`config.mk`:
```
export PLATFORM = sky130hd
export DESIGN_NAME = writeback_controller
export DESIGN_NICKNAME = d
export VERILOG_FILES = /design/src/rtl/wb_pkg.sv /design/src/rtl/writeback_controller_counter.sv /design/src/rtl/writeback_controller.sv
export SDC_FILE = /design/constraint.sdc
export NUM_CORES = 1
export LEC_CHECK = 0
export CAP_MARGIN = 10
export CORE_MARGIN = 8
export CORE_UTILIZATION = 30
export DETAILED_ROUTE_END_ITERATION = 10
export SLEW_MARGIN = 30
export SYNTH_ARGS = -nofsm -noshare
export SYNTH_HDL_FRONTEND = slang
export SYNTH_HIERARCHICAL = 1
export SYNTH_SLANG_ARGS = --single-unit
```
`constraint.sdc`:
```
create_clock -name clk -period 3.1 [get_ports clk]
set_clock_uncertainty 0.1 [all_clocks]
set_input_delay 0.62 -clock clk [delete_from_list [all_inputs] [get_ports clk]]
set_output_delay 0.62 -clock clk [all_outputs]
set_load 0.005 [all_outputs]
```
`src/rtl/wb_pkg.sv`:
```
// Shared types and helpers for the result-matrix writeback controller.
package wb_pkg;

    typedef enum logic [1:0] {
        IDLE  = 2'd0,
        READ  = 2'd1,
        FLUSH = 2'd2,
        DONE  = 2'd3
    } state_t;

    function automatic int total_elems(input int rows, input int cols);
        return rows * cols;
    endfunction

endpackage

```
`src/rtl/writeback_controller_counter.sv`:
```
// Wrapping up-counter with synchronous clear; co pulses when an enabled
// count steps past MAX, so counters can be chained.
module Counter #(
    parameter int WIDTH = 2,
    parameter int MAX   = 3
) (
    input  logic             clk,
    input  logic             rst,
    input  logic             clr,
    input  logic             en,
    output logic [WIDTH-1:0] count,
    output logic             co
);

    localparam logic [WIDTH-1:0] TOP = WIDTH'(MAX);

    assign co = en && (count == TOP);

    always_ff @(posedge clk) begin
        if (rst || clr) begin
            count <= '0;
        end else if (en) begin
            count <= co ? '0 : count + WIDTH'(1);
        end
    end

endmodule

```
`src/rtl/writeback_controller.sv`:
```
// Drains the ROW x COL result FIFOs into RAM in row-major order, one write
// per element starting at BASE_ADDR, then pulses wb_done.
module writeback_controller
    import wb_pkg::*;
#(
    parameter int ADD_WIDTH = 6,
    parameter int ROW       = 4,
    parameter int COL       = 4,
    parameter int BASE_ADDR = 32
) (
    input  logic                   clk,
    input  logic                   rst,
    input  logic                   start,
    input  logic [ROW-1:0]         res_empty,
    output logic [ROW-1:0]         read_fifo,
    output logic [$clog2(ROW)-1:0] sel,
    output logic [ADD_WIDTH:0]     add_w,
    output logic                   w_en,
    output logic                   busy,
    output logic                   wb_done
);

    localparam int RW = $clog2(ROW);
    localparam int CW = $clog2(COL);
    localparam logic [ADD_WIDTH:0] BASE  = BASE_ADDR[ADD_WIDTH:0];
    localparam logic [ADD_WIDTH:0] COL_A = COL[ADD_WIDTH:0];

    state_t             state;
    state_t             state_next;
    logic [RW-1:0]      r;
    logic [CW-1:0]      c;
    logic               fire;
    logic               clr;
    logic               col_co;
    logic               row_co;
    logic [ADD_WIDTH:0] addr_next;

    assign fire = (state == READ) && !res_empty[r];
    assign clr  = (state == IDLE) && start;

    Counter #(
        .WIDTH (CW),
        .MAX   (COL - 1)
    ) col_cnt (
        .clk   (clk),
        .rst   (rst),
        .clr   (clr),
        .en    (fire),
        .count (c),
        .co    (col_co)
    );

    // The row counter's carry marks the fire on the very last element.
    Counter #(
        .WIDTH (RW),
        .MAX   (ROW - 1)
    ) row_cnt (
        .clk   (clk),
        .rst   (rst),
        .clr   (clr),
        .en    (col_co),
        .count (r),
        .co    (row_co)
    );

    assign addr_next = BASE + (ADD_WIDTH+1)'(r) * COL_A + (ADD_WIDTH+1)'(c);

    always_ff @(posedge clk) begin
        if (rst) begin
            state <= IDLE;
        end else begin
            state <= state_next;
        end
    end

    always_comb begin
        state_next = state;
        read_fifo  = '0;
        case (state)
            IDLE: begin
                if (start) begin
                    state_next = READ;
                end
            end
            READ: begin
                if (fire) begin
                    read_fifo = ROW'(1) << r;
                end
                if (row_co) begin
                    state_next = FLUSH;
                end
            end
            FLUSH: state_next = DONE;
            DONE:  state_next = IDLE;
            default: state_next = IDLE;
        endcase
    end

    assign busy    = (state != IDLE);
    assign wb_done = (state == DONE);

    // FIFO data lands one cycle after the strobe, so the write side trails by one.
    always_ff @(posedge clk) begin
        if (rst) begin
            w_en  <= 1'b0;
            sel   <= '0;
            add_w <= '0;
        end else begin
            w_en <= fire;
            if (fire) begin
                sel   <= r;
                add_w <= addr_next;
            end
        end
    end

endmodule

```
# After elaboration in Yosys (flattened, before gate mapping)
# Index checks and enable logic that the tools add are counted.
[totals]
reg_bits = 16
word_cells = 37
input_bits = 7
out_inout_bits = 16
[classes]
mux = 9
n_reduce_logical = 9
eq_ne = 7
n_addsub = 4
order_cmp = 1
shift = 1
[ops]
columns = ["cell", "count"]
rows = [
  ["2-bit == test (second input constant)", 4],
  ["2-bit 2-to-1 mux", 4],
  ["4-bit 2-to-1 mux", 2],
  ["2-bit case mux with 4 select lines", 1],
  ["6-bit by 4-bit adder with 7-bit output (first input constant)", 1],
  ["7-bit by 2-bit adder with 7-bit output", 1],
  ["2-bit by 1-bit adder with 2-bit output (second input constant)", 2],
  ["1-bit logical AND", 4],
  ["1-bit by 2-bit << shifter with 4-bit output (first input constant)", 1],
  ["2-bit by 3-bit less-than comparator with 1-bit output (second input constant)", 1],
  ["1-bit binary-select mux with 2-bit select", 1],
  ["2-bit by 1-bit == test with 1-bit output (second input constant)", 1],
  ["2-bit zero test", 1],
  ["2-bit by 1-bit != test with 1-bit output (second input constant)", 1],
  ["2-bit != test (second input constant)", 1],
  ["2-bit AND reduction", 1],
  ["2-bit nonzero test", 1],
  ["1-bit zero test", 1],
  ["1-bit logical OR", 1],
  ["1-bit 2-to-1 mux", 1],
]

# Longest topological paths before layout
# Gate-level depths: netlist (run 1).
[depth]
word_depth = 8
depth_mapped = 10
mapped_depth_nobuf = 10

# Cells and area by module
# The synthesis (run 1) kept the hierarchy.
[modules_own_cells]
columns = ["module", "n_inst", "cells_each", "area_each_um2", "seq_area_each_um2"]
rows = [
  ["writeback_controller", 1, 58, 519.2, 160.2],
  ["Counter", 2, 9, 101.3, 40.0],
]

# Least setup slack after synthesis (run 1)
# No wires, ideal clock.
[synth_path]
path_type = "in2reg"
start = "input res_empty[2]"
end = "register state[1]"
slack_ns = 0.986
setup_ns = 0.070
t_arrival_ns = 1.944
path_buffers = 0
stages = 8
t_required_ns = 2.930
path_cell_list = "mux2i_2 > a22oi_4 > inv_1 > and2_1 > and2_1 > nor2b_1 > or3b_1 > a21oi_1"
[synth_between]
elab_chain_cells = 8
[synth_lines]
columns = ["element", "line", "rtl"]
rows = [
  ["from (decl)", "writeback_controller.sv:14", "input logic [ROW-1:0] res_empty,"],
  ["1-bit binary-select mux with 2-bit select", "writeback_controller.sv:38", "assign fire = (state == READ) && !res_empty[r];"],
  ["1-bit 2-to-1 mux (not written as such)", "writeback_controller.sv:38", ""],
  ["1-bit zero test", "writeback_controller.sv:38", ""],
  ["1-bit logical AND", "writeback_controller.sv:38", ""],
  ["via fire", "writeback_controller.sv:32", "logic fire;"],
  ["1-bit logical AND", "writeback_controller_counter.sv:17", "assign co = en && (count == TOP);"],
  ["via col_co", "writeback_controller.sv:34", "logic col_co;"],
  ["1-bit logical AND", "writeback_controller_counter.sv:17", ""],
  ["via row_co", "writeback_controller.sv:35", "logic row_co;"],
  ["2-bit by 1-bit != test with 1-bit output (no source line)", "--", ""],
  ["2-bit AND reduction (no source line)", "--", ""],
  ["to (signal assigned)", "writeback_controller.sv:72", "state <= state_next;"],
  ["to (decl)", "writeback_controller.sv:28", "state_t state;"],
]
# The timed path passes the listed nets, and every way through them passes these cells. The select of a mux whose other input is x is not followed.
# A chain may end at the register's enable or synchronous reset.

# Worst setup path after layout (run 1)
[layout_path]
start = "input res_empty[3]"
end = "output read_fifo[1]"
[layout_between]
elab_chain_cells = 6
[layout_lines]
columns = ["element", "line", "rtl"]
rows = [
  ["1-bit binary-select mux with 2-bit select", "writeback_controller.sv:38", ""],
  ["1-bit 2-to-1 mux (not written as such)", "writeback_controller.sv:38", ""],
  ["1-bit zero test", "writeback_controller.sv:38", ""],
  ["1-bit logical AND", "writeback_controller.sv:38", ""],
  ["4-bit 2-to-1 mux", "writeback_controller.sv:86", "if (fire) begin"],
  ["4-bit 2-to-1 mux", "writeback_controller.sv:79", "case (state)"],
  ["to (decl)", "writeback_controller.sv:15", "output logic [ROW-1:0] read_fifo,"],
]
# Every way passes these cells. The select of a mux whose other input is x is not followed.

==> results of run 1 <==
-- worst max-delay path, cell delays in order --
cell             delay (ps)
clkdlybuf4s50_1         400
mux2i_1                 320
nand2_1                 130
nor2_1                  100
clkdlybuf4s50_1         510
-- final cells by class --
type / count / area [um2]
Timing Repair Buffer: 20 / 200
Multi-Input combinational cell: 54 / 425
Inverter: 5 / 18.8
Fill cell: 244 / 1300
Clock buffer: 4 / 36.3
Tap cell: 28 / 35.0
Sequential cell: 12 / 240
-- registers in the layout (all words and copies together) (netlist names) --
register and flops:
add_w 4, col_cnt/count 2, row_cnt/count 2, sel 1
state 2, w_en 1
-- cell usage in the layout, fill, tap and decap left out, types with 4 or more instances in the layout --
master / instances
inv_1: 5
and2_1: 4
mux2i_1: 6
nand2b_1: 8
dfxtp_1: 12
clkdlybuf4s50_1: 20
ha_1: 7
-- power breakdown --
part	switching [mW]	internal, mW	total, mW
Sequential	0.0153	0.174	0.190
Combinational	0.104	0.109	0.213
Clock	0.0509	0.0712	0.122
Total	0.170	0.355	0.525
-- per-stage QoR --
| stage | utilization | power, mW | instance area, um2 |
|---|---|---|---|
| 2_1_floorplan | - | 0.329 | 726 |
| 3_3_place_gp | 0.408 | 0.399 | 920 |
| 3_5_place_dp | 0.408 | 0.407 | 920 |
| 4_1_cts | 0.424 | 0.531 | 956 |
| 5_1_grt | 0.424 | 0.562 | 956 |
| 6_report | 0.424 | 0.525 | 956 |
-- routing by layer --
metal | GRT usage | vias up
met2 | 0.106 | 16
met4 | 0.0627 | 0
met1 | 0.0786 | 251
li1 | - | 287
met3 | 0.0223 | 2
met5 | 0 | -
-- cell families after synthesis --
family,after synthesis
buffers and inverters,11
muxes,7
adders and majority gates,7
DFF,12
other,1
and+or+nand+nor,29
AOI/OAI and AO/OA,9
-- final timing paths --
| path | start | to | slack, ps | depth (start not counted) |
|---|---|---|---|---|
| worst max-delay path | res_empty[3] | read_fifo[1] | 300 | 5 |
| worst min-delay path | add_w[5]$_SDFFE_PP0N_ | add_w[5]$_SDFFE_PP0N_ | 350 | 2 |
| worst max register to register | state[1]$_SDFFE_PP0P_ | state[1]$_SDFFE_PP0P_ | 740 | 10 |
| worst min register to register | add_w[5]$_SDFFE_PP0N_ | add_w[5]$_SDFFE_PP0N_ | 350 | 2 |
==> reports/metrics.csv, run 1 <==
stage,metric,value,unit
clocking,cts_inserted_buffers,3,
floorplan,die_x,65.1,um
clocking,cts_tree,done,
clocking,clk_pin_slew,80,ps
clocking,clock_sinks,12,
grt,antenna_found_initial,0,
pwr,p_leak,0.410,nW
clocking,cts.path.max_buffers,2,
worst_setup_path,critical_path_arrival,2080,ps
timing,clock.fmax,358,MHz
timing,hold_violations,0,
timing,finalSetupViolCount,0,
routing,dr_wl_met3,101,um
routing,wl_met1,634,um
synthesis,synth.distinct_cells,23,
synthesis,ys_ff_latch,12,
synthesis,synthMuxAreaShare,0.102,
timing,tightest_slew,519,ps
synthesis,yosysSeqAreaShare,0.333,
routing,ant_nets,0,
floorplan,dieArea,4230,um2
grt,grtUsageTotal,0.0705,
clocking,h-tree-depth,1,
worst_setup_path,cp_max_fo,3,
synthesis,synth_commonest_cells,"dfxtp_1, nand2b_1, ha_1",
synthesis,synth_area,722,um2
synthesis,yosys.area_share.adder,0.121,
synthesis,synth-compound-area-share,0.116,
worst_setup_path,critPathLaunchType,input pin,
clocking,clk_latency,260,ps
synthesis,syn_area_per_cell,9.50,um2
floorplan,core_area,2250,um2
timing,grt_setup_unrepaired,false,
worst_hold_path,hold_path_class,reg -> reg,
worst_setup_path,cp-end-kind,primary output,
finish,areaGrowthSynthToFinish,32.4,%
worst_setup_path,cp.required,2380,ps
finish,antenna_cells,0,
synthesis,synth.most_common_cell,dfxtp_1,
finish,layout.cells.non_filler,123,
placed_design,gp_congestion,0.657,
worst_setup_path,critPathKind,in -> out,
placed_design,dp_hpwl,1120,um
synthesis,async_reset_ff_frac,0,
routing,avgViaCountPerCell,4.52,
routing,wl,1420,um
run,drv_cap,0,
routing,post-route-drc-count,0,
clocking,cts_root_buf,clkbuf_4,
routing,highest_layer,met4,
routing,num_vias,556,
synthesis,synth_top_family_by_area,simple AND/OR/NAND/NOR gates,
floorplan,start_util,0.320,
synthesis,synthTopCellsByArea,"dfxtp_1, ha_1, mux2i_1",
grt,overflow,0,
routing,firstDrtPassIters,2,
routing,dr_wl_met2,644,um
run_status,outcome,finished clean,
synthesis,synthXorXnorAreaFrac,0,
placed_design,numPortBuffers,20,
placed_design,dp_cells,119,
timing,relSlewSlack,0.653,
floorplan,rows,17,
timing,setup_ws,304,ps
clocking,postCtsSetupRepairBufs,0,
floorplan,dieHeight,65.1,um
synthesis,synth_edf_count,0,
synthesis,synth_top_area_share,0.333,
grt,grt_first_pass_wirelength,2420,um
clocking,hold_buffers,0,
synthesis,synth-simple-area-share,0.239,
pwr,ir_drop,0.223,mV
pwr,p_per_area,549,nW/um2
grt,grt_pass1_vias,552,
routing,drt_iter0_markers,7,
synthesis,ys_warn_count,6,
synthesis,yosysTopAreaCell,dfxtp_1,
grt,grt_max_degree,16,
finish,finalNetCount,110,
finish,drive_gt1_frac,0.0947,
floorplan,ioPinCount,23,
timing,finalMaxSlewViolations,0,
clocking,cts.repair.resized,0,
timing,fin_worst_hold_slack,348,ps
synthesis,synthCells,76,
synthesis,yosys_most_used_dff,dfxtp_1,
timing,min_period_over_period,0.902,
routing,wl_per_cell,11.5,um
timing,tns,0,ps
placed_design,post-place-ws,302,ps
timing,fin_crit,2800,ps
(Power assumes the default switching activity.)
==> inputs of run 2 (changes only) <==
- CTS_CLUSTER_SIZE: not set -> 16
==> results of run 2 <==
No change in the layout: final DEF, timing and power equal those of run 1.
==> inputs of run 3 (changes only) <==
- CAP_MARGIN: 10 -> 25
- CORE_MARGIN: 8 -> 2
==> run 3 against run 2 <==
- worst setup slack better by 17 ps
- final cell count stayed put
- critical path depth stayed put
- worst hold slack better by 2.3 ps
- clock power hardly changed
- final area stayed put
- utilization is 0.40 points higher
- largest cell class unchanged
- sequential power hardly changed
- clock-buffer cell count stayed put
- first-iteration DRC count is 43% lower
==> reports/metrics.csv, run 3 (synthesis gave the netlist of run 1 again) <==
stage,metric,value,unit,change
run_status,outcome,finished clean,,
floorplan,dieArea,2810,um2,-33%
clocking,cts.repair.resized,0,,unchanged
routing,ant_nets,0,,unchanged
finish,largest_reg_flops,4,,unchanged
pwr,p_leak,0.410,nW,unchanged
clocking,cts_inserted_buffers,3,,unchanged
worst_setup_path,r2r_end,state[1]$_SDFFE_PP0P_,,
clocking,postCtsSetupRepairBufs,0,,unchanged
finish,antenna_cells,0,,unchanged
timing,fin_crit,2780,ps,-17.4 ps
finish,final_common_cell,clkdlybuf4s50_1,,
clocking,clk_pin_slew,80,ps,about the same
clocking,hold_buffers,0,,unchanged
routing,drt_iter0_markers,4,,-3
floorplan,die_x,53.1,um,-18%
clocking,cts_tree,done,,
timing,tightest_slew,520,ps,+1.28 ps
grt,antenna_found_initial,0,,unchanged
finish,layout.cells.non_filler,123,,unchanged
timing,hold_violations,0,,unchanged
routing,wl,1250,um,-12%
routing,wl_per_cell,10.1,um,-12%
floorplan,ioPinCount,23,,unchanged
clocking,h-tree-depth,1,,unchanged
pwr,p_per_area,543,nW/um2,-1.0%
grt,grt_pass1_vias,505,,-8.5%
worst_setup_path,cp-end-kind,primary output,,
grt,overflow,0,,unchanged
worst_hold_path,hold_path_class,reg -> reg,,
pwr,ir_drop,0.335,mV,+50%
worst_setup_path,critical_path_arrival,2060,ps,-20 ps
timing,min_period_over_period,0.896,,-0.00560
timing,finalMaxSlewViolations,0,,unchanged
clocking,cts.path.max_buffers,2,,unchanged
timing,finalSetupViolCount,0,,unchanged
clocking,cts_root_buf,clkbuf_4,,
placed_design,numPortBuffers,20,,unchanged
finish,areaGrowthSynthToFinish,32.4,%,unchanged
clocking,clk_latency,280,ps,+20 ps
routing,post-route-drc-count,0,,unchanged
routing,num_vias,557,,+0.18%
timing,grt_setup_unrepaired,false,,
grt,grtUsageTotal,0.100,,+0.0299
floorplan,start_util,0.323,,+0.00305
floorplan,dieHeight,53.1,um,-18%
placed_design,gp_congestion,0.675,,+2.7%
worst_setup_path,critPathKind,in -> out,,
worst_setup_path,reg2reg_from,state[1]$_SDFFE_PP0P_,,
finish,fill_cells,221,,-9.4%
finish,drive_gt1_frac,0.0947,,unchanged
worst_setup_path,cp_max_fo,3,,unchanged
routing,firstDrtPassIters,2,,unchanged
placed_design,dp_hpwl,947,um,-15%
floorplan,rows,17,,unchanged
worst_setup_path,critPathLaunchType,input pin,,
grt,grt_max_degree,16,,unchanged
timing,relSlewSlack,0.652,,-0.000858
worst_setup_path,r2r_slack,750,ps,about the same
worst_setup_path,reg2regPathDepth,10,,unchanged
worst_setup_path,crit_start,res_empty[3],,
run,drv_cap,0,,unchanged
timing,tns,0,ps,unchanged
finish,regMostFlops,add_w,,
routing,avgViaCountPerCell,4.53,,+0.18%
worst_setup_path,cp.required,2380,ps,about the same
finish,mostFrequentLayoutCells,"clkdlybuf4s50_1, dfxtp_1, nand2b_1",,
timing,clock.fmax,360,MHz,+0.63%
worst_setup_path,endpoint,read_fifo[1],,
timing,fin_worst_hold_slack,350,ps,+2.25 ps
finish,finalNetCount,110,,unchanged
grt,grt_first_pass_wirelength,2060,um,-15%
clocking,clock_sinks,12,,unchanged
finish,final_util,0.428,,+0.00404
floorplan,core_area,2230,um2,-0.94%
placed_design,dp_cells,119,,unchanged
## run 3: worst min path at each step
stage,start,end,depth (start not counted)
after floorplan,add_w[5]$_SDFFE_PP0N_,add_w[5]$_SDFFE_PP0N_,2
after global placement,add_w[5]$_SDFFE_PP0N_,add_w[5]$_SDFFE_PP0N_,2
after detailed placement,add_w[5]$_SDFFE_PP0N_,add_w[5]$_SDFFE_PP0N_,2
after CTS,add_w[5]$_SDFFE_PP0N_,add_w[5]$_SDFFE_PP0N_,2
after global routing,add_w[5]$_SDFFE_PP0N_,add_w[5]$_SDFFE_PP0N_,2
final,add_w[5]$_SDFFE_PP0N_,add_w[5]$_SDFFE_PP0N_,2
## run 3: cell type report
| type | count | area [um2] | share of cell area |
|---|---|---|---|
| multi-input combinational | 54 | 425 | 0.445 |
| sequential | 12 | 240 | 0.251 |
| timing repair buffer | 20 | 200 | 0.209 |
| clock buffer | 4 | 36.3 | 0.0380 |
| tap | 28 | 35.0 | 0.0366 |
| inverter | 5 | 18.8 | 0.0196 |
## run 3: through the flow
step / total power, mW / area [um2] / setup WS (ps)
after floorplan: 0.329 / 726 / 986
after global placement: 0.400 / 920 / 335
after detailed placement: 0.403 / 920 / 314
after CTS: 0.532 / 956 / 309
after global routing: 0.562 / 956 / 261
final: 0.520 / 956 / 322
## run 3: layer usage
metal,track usage,routed length (um),vias to the layer above
met5,0,0,-
met4,0.0256,12,0
met3,0.0424,94,2
met2,0.177,558,18
met1,0.110,582,250
li1,-,-,287
## run 3: power breakdown
| part | internal (mW) | switching [mW] |
|---|---|---|
| clock | 0.0714 | 0.0534 |
| sequential | 0.175 | 0.0147 |
| combinational | 0.109 | 0.0966 |
| total | 0.355 | 0.165 |
## run 3: worst max-delay path, stage by stage
cell and delay [ps]:
clkdlybuf4s50_1 410, mux2i_1 320, nand2_1 120, nor2_1 90, clkdlybuf4s50_1 500
